**config.mk**
```make
export PLATFORM = sky130hd
export DESIGN_NAME = adder_4bit_josh
export DESIGN_NICKNAME = d
export VERILOG_FILES = /design/src/rtl/adder_4bit_josh_pkg.sv /design/src/rtl/adder_4bit_josh_full_adder_cell.sv /design/src/rtl/adder_4bit_josh.sv
export SDC_FILE = /design/constraint.sdc
export NUM_CORES = 1
export LEC_CHECK = 0
export CAP_MARGIN = 5
export CELL_PAD_IN_SITES_DETAIL_PLACEMENT = 0
export CELL_PAD_IN_SITES_GLOBAL_PLACEMENT = 1
export CORE_AREA = 2 2 39 41
export DETAILED_ROUTE_END_ITERATION = 16
export DIE_AREA = 0 0 41 43
export GPL_TIMING_DRIVEN = 0
export PLACE_DENSITY = 0.54
export SYNTH_ARGS = -nofsm -noshare
export SYNTH_HDL_FRONTEND = slang
export SYNTH_SLANG_ARGS = --single-unit
```
**constraint.sdc**
```tcl
create_clock -name clk -period 2.27 [get_ports clk]
set_input_delay 0.227 -clock clk [delete_from_list [all_inputs] [get_ports clk]]
set_output_delay 0.227 -clock clk [all_outputs]
set_load 0.005 [all_outputs]
```
**src/rtl/adder_4bit_josh_pkg.sv**
```systemverilog
// Package: adder_4bit_josh_pkg
//
// Purpose: shared constants for the small-datapath adder.
//   ADDER_W : default operand/sum width of adder_4bit_josh.

package adder_4bit_josh_pkg;

    localparam int ADDER_W = 4;

endpackage : adder_4bit_josh_pkg

```
**src/rtl/adder_4bit_josh_full_adder_cell.sv**
```systemverilog
// Module: full_adder_cell
//
// Purpose: one-bit combinational full adder, the ripple stage of adder_4bit_josh.
//
// Ports:
//   a    in  1  operand bit A
//   b    in  1  operand bit B
//   cin  in  1  carry from the previous (less significant) cell
//   s    out 1  sum bit
//   cout out 1  carry to the next (more significant) cell

module full_adder_cell (
    input  logic a,
    input  logic b,
    input  logic cin,
    output logic s,
    output logic cout
);

    assign s    = a ^ b ^ cin;
    assign cout = (a & b) | (b & cin) | (a & cin);

endmodule : full_adder_cell

```
**src/rtl/adder_4bit_josh.sv**
```systemverilog
// Module: adder_4bit_josh
//
// Purpose: unsigned ripple-carry adder with a registered result. The sum and
//   carry-out appear one clock after the operands are sampled; carry-in is 0.
//   A new operand pair is accepted every cycle.
//
// Ports:
//   clk in  1      clock, rising edge
//   rst in  1      synchronous reset, active-high; clears ss and cc
//   aa  in  WIDTH  operand A, unsigned
//   bb  in  WIDTH  operand B, unsigned
//   ss  out WIDTH  registered (aa + bb) mod 2^WIDTH
//   cc  out 1      registered carry-out (bit WIDTH of aa + bb)

module adder_4bit_josh
    import adder_4bit_josh_pkg::*;
#(
    parameter int WIDTH = ADDER_W
) (
    input  logic             clk,
    input  logic             rst,
    input  logic [WIDTH-1:0] aa,
    input  logic [WIDTH-1:0] bb,
    output logic [WIDTH-1:0] ss,
    output logic             cc
);

    // w_carry[i] is the carry into cell i; w_carry[WIDTH] is the final carry-out.
    logic [WIDTH:0]   w_carry;
    logic [WIDTH-1:0] w_sum;

    logic [WIDTH-1:0] r_sum;
    logic             r_carry;

    assign w_carry[0] = 1'b0;

    genvar gi;
    generate
        for (gi = 0; gi < WIDTH; gi++) begin : g_cell
            full_adder_cell u_fa (
                .a    (aa[gi]),
                .b    (bb[gi]),
                .cin  (w_carry[gi]),
                .s    (w_sum[gi]),
                .cout (w_carry[gi+1])
            );
        end
    endgenerate

    // Reset has priority over the operands sampled on the same edge.
    always_ff @(posedge clk) begin
        if (rst) begin
            r_sum   <= '0;
            r_carry <= 1'b0;
        end else begin
            r_sum   <= w_sum;
            r_carry <= w_carry[WIDTH];
        end
    end

    assign ss = r_sum;
    assign cc = r_carry;

endmodule : adder_4bit_josh

```
---- Word level (Yosys, flattened, before mapping) ----
Index checks and enable logic that the tools add are counted.
W data, S select, Z words.
cells by class
  bitwise logic cells ..................... 23
operators by type and width
  kind           number
  $and A1 B1 Y1  10
  $xor A1 B1 Y1  7
  $or A1 B1 Y1   6
word-level totals
  flip-flop bits (word level) ............. 5
  input port bits ......................... 10
  output and inout port bits .............. 5

---- Longest topological paths before layout ----
Gate-level depths: netlist of run 1.
  depth in word-level cells ............... 10
  mapped depth ............................ 6

---- By module ----
Synthesis of run 1 repeated with hierarchy kept, for this count alone.
unflattened totals
  cell total of the unflattened synthesis .. 15
  area, all modules ....................... 215.2 µm²
modules (own cells, without submodules)
  module           instances  cells each  area an instance (µm²)  seq. area each (µm²)
  adder_4bit_josh  1          11          135.1                   100.1
  full_adder_cell  4          1           20.0                    0.0

---- Least setup slack after synthesis of run 1 ----
Ideal clock, no wire load.
  path type ............................... input to register
  start ................................... input aa[0]
  end ..................................... register r_sum[3] (netlist: ss[3])
  setup time .............................. 64 ps
  arrival ................................. 1674 ps
  setup slack ............................. 532 ps
  stages on the path ...................... 6
  path buffers ............................ 0
  cells stage by stage .................... ha_1 -> fa_1 -> fa_1 -> inv_1 -> fa_1 -> nor2_1
between the ends
  longest elaborated chain between the ends .. 8
  elaborated cells between the ends (all ways) .. 10
RTL lines
  element               line                                   RTL
  start, declared       adder_4bit_josh.sv:22                  input logic [WIDTH-1:0] aa,
  $and A1 B1 Y1 *       adder_4bit_josh_full_adder_cell.sv:21  assign cout = (a & b) | (b & cin) | (a & cin);
  $and A1 B1 Y1         adder_4bit_josh_full_adder_cell.sv:21
  $or A1 B1 Y1          adder_4bit_josh_full_adder_cell.sv:21
  $or A1 B1 Y1 *        adder_4bit_josh_full_adder_cell.sv:21
  $and A1 B1 Y1         adder_4bit_josh_full_adder_cell.sv:21
  $or A1 B1 Y1          adder_4bit_josh_full_adder_cell.sv:21
  $or A1 B1 Y1 *        adder_4bit_josh_full_adder_cell.sv:21
  $xor A1 B1 Y1 *       adder_4bit_josh_full_adder_cell.sv:20  assign s = a ^ b ^ cin;
  end signal, assigned  adder_4bit_josh.sv:56                  r_sum <= w_sum;
  end, declared         adder_4bit_josh.sv:32                  logic [WIDTH-1:0] r_sum;
Mark *: on every way between the ends. The rest lies on a longest branch, timed or not.
A chain may end at the register's enable or synchronous reset.

---- Worst setup path after layout of run 1 ----
Ends and elaborated chain as after synthesis.

==> results of run 1 <==
## cell usage in the layout (no fill, tap or decap)
master / instances
nor2b_1: 3
nor2_1: 2
fa_1: 3
clkbuf_4: 3
clkbuf_1: 1
clkdlybuf4s50_1: 14
inv_1: 3
dfxtp_1: 5
ha_1: 1
## layer usage
| layer | global-route usage | share of wire | vias up |
|---|---|---|---|
| met5 | 0 | 0 | - |
| met3 | 0.0157 | 0.24 | 0 |
| met2 | 0.0594 | 0.37 | 15 |
| li1 | - | - | 84 |
| met4 | 0.0800 | 0 | 0 |
| met1 | 0.0362 | 0.39 | 57 |
## final timing paths
kind | slack (ns) | start | end | cells after the start
setup / recovery | 0.30 | aa[0] | ss[3] | 7
hold / removal | 0.61 | rst | cc | 2
## kinds of logic after synthesis
group,Yosys count,share of synthesized area
simple gates,5,0.125
buf+inv,3,0.0536
fa+ha+maj,4,0.345
flops,5,0.476
## cell usage after synthesis
| cell type | n |
|---|---|
| nor2_1 | 2 |
| ha_1 | 1 |
| fa_1 | 3 |
| dfxtp_1 | 5 |
| nor2b_1 | 3 |
| inv_1 | 3 |
## area by class of cell
type	instances	area share
clock buffer	4	0.0662
inverter	3	0.0284
multi-input combinational	9	0.249
sequential	5	0.252
tap	16	0.0505
timing repair buffer	14	0.353
## sequential cells by signal, indices dropped and copies added, names as in the netlist
name,cells
ss,4
cc,1
## critical path: stages
cell and delay (ns):
clkdlybuf4s50_1 0.41, ha_1 0.21, fa_1 0.38, fa_1 0.36
inv_1 0.07, fa_1 0.41, nor2_1 0.08
## power by group
group / leakage, nW / total (mW) / switching (mW) / internal [mW]
clock network: 0.0150 / 0.0987 / 0.0325 / 0.0662
logic: 0.110 / 0.0522 / 0.0153 / 0.0369
registers: 0.0417 / 0.0993 / 0.00202 / 0.0973
total: 0.166 / 0.250 / 0.0499 / 0.200
==> impl_metrics.csv, run 1 <==
group,metric,value,unit
run_status,status,"completed",
cells_and_area,multi_input_area,98.8,µm²
routing,avgRoutedWirePerCell,6.39,µm
floorplanning,fp.dieW,41,µm
synth,ys_seq_elements,5,
timing,clock.fmax,0.507,GHz
routing,drt_iter0_markers,3,
power_and_ir_drop,p_leak,0.166,nW
setup_path,crit_type,"input pin to flop",
setup_path,end_kind,"flop",
timing,max_slew_margin,0.889,
setup_path,crit_arrival,2.15,ns
floorplanning,start_util,0.152,
global_route,grt_max_degree,6,
place,post_dp_cell_area,370,µm²
cts,ctsResizeCount,0,
cts,cts_tree,"done",
power_and_ir_drop,powerDensity,631,mW/mm²
timing,tns,0,ns
synth,synth-seq-area-share,0.476,
cts,cts_made_buffers,3,
floorplanning,design.die.area,0.00176,mm²
setup_path,cp-start-kind,"input pin",
place,placedCellCount,47,
synth,synth_largest_area_cell,"dfxtp_1",
cells_and_area,num_antenna_cells,0,
cells_and_area,seq_area,100,µm²
synth,syn_area,210,µm²
cells_and_area,area_growth_syn_to_layout,88.7,%
cts,cts.sinks,5,
floorplanning,num_rows,14,
place,place_ws,0.0404,ns
cells_and_area,utilization,0.287,
synth,synth_area_leaders,"dfxtp_1 48%, fa_1 29%, nor2b_1 8.9%, ha_1 6.0%, inv_1 5.4%",
timing,finalWorstSetupSlack,0.299,ns
floorplanning,fp.dieH,43,µm
routing,via_per_inst,3.06,
cells_and_area,finalInstanceArea,397,µm²
cts,root_buffer,"clkbuf_4",
timing,rsz0062_at_grt,"no",
setup_path,critPathRequiredTime,2.45,ns
timing,min_period,1.97,ns
global_route,grt_pass1_wl,462,µm
routing,finalWirelength,326,µm
cts,path_clk_slew,0.04,ns
timing,hold_viol_final,0,
synth,synth_top_area_share,0.476,
floorplanning,io_pins,15,
timing,drv_slew,0,
synth,avgSynthCellArea,12.4,µm²
synth,synth_cell_types,6,
flow_run,drv_cap,0,
timing,finalCritPeriodShare,0.868,
place,globalplace.congestion,0.538,
global_route,antenna_found_initial,0,
global_route,grt_pass1_vias,135,
synth,synth_warnings,0,
cts,hold_buffers,0,
routing,route.vias.total,156,
synth,syn-num-nets,31,
global_route,global_route.usage.total,0.0455,
cells_and_area,instances_no_fill,51,
timing,setup_viol,0,
power_and_ir_drop,irDropWorstVdd,0.000144,V
routing,drcViolationCount,0,
routing,antenna_left,0,
power_and_ir_drop,fin_total_pwr,0.250,mW
timing,whs,0.612,ns
place,io_buffer_count,14,
routing,dr.pass1.iters,2,
cts,post-cts-setup-buffers,0,
cts,cts_max_level,1,
setup_path,path_max_fanout,1,
cts,cts_buffer_depth,2,
synth,syn_inst,17,
global_route,overflow,0,
timing,tightest_slew,0.165,ns
floorplanning,coreArea,0.00138,mm²
cells_and_area,final_nets,50,
cells_and_area,drive_above_1_share,0.0857,
cells_and_area,fillers,153,
worst_hold_path,worstHoldPathType,"input pin to flop",
Note: power is estimated with default switching activity, not from simulation.
==> inputs of run 2 (changes only) <==
- CAP_MARGIN: 5 -> unset
- SETUP_SLACK_MARGIN: unset -> 0.02
==> results of run 2 <==
The final DEF is identical to that of run 1; final timing and power are the same.
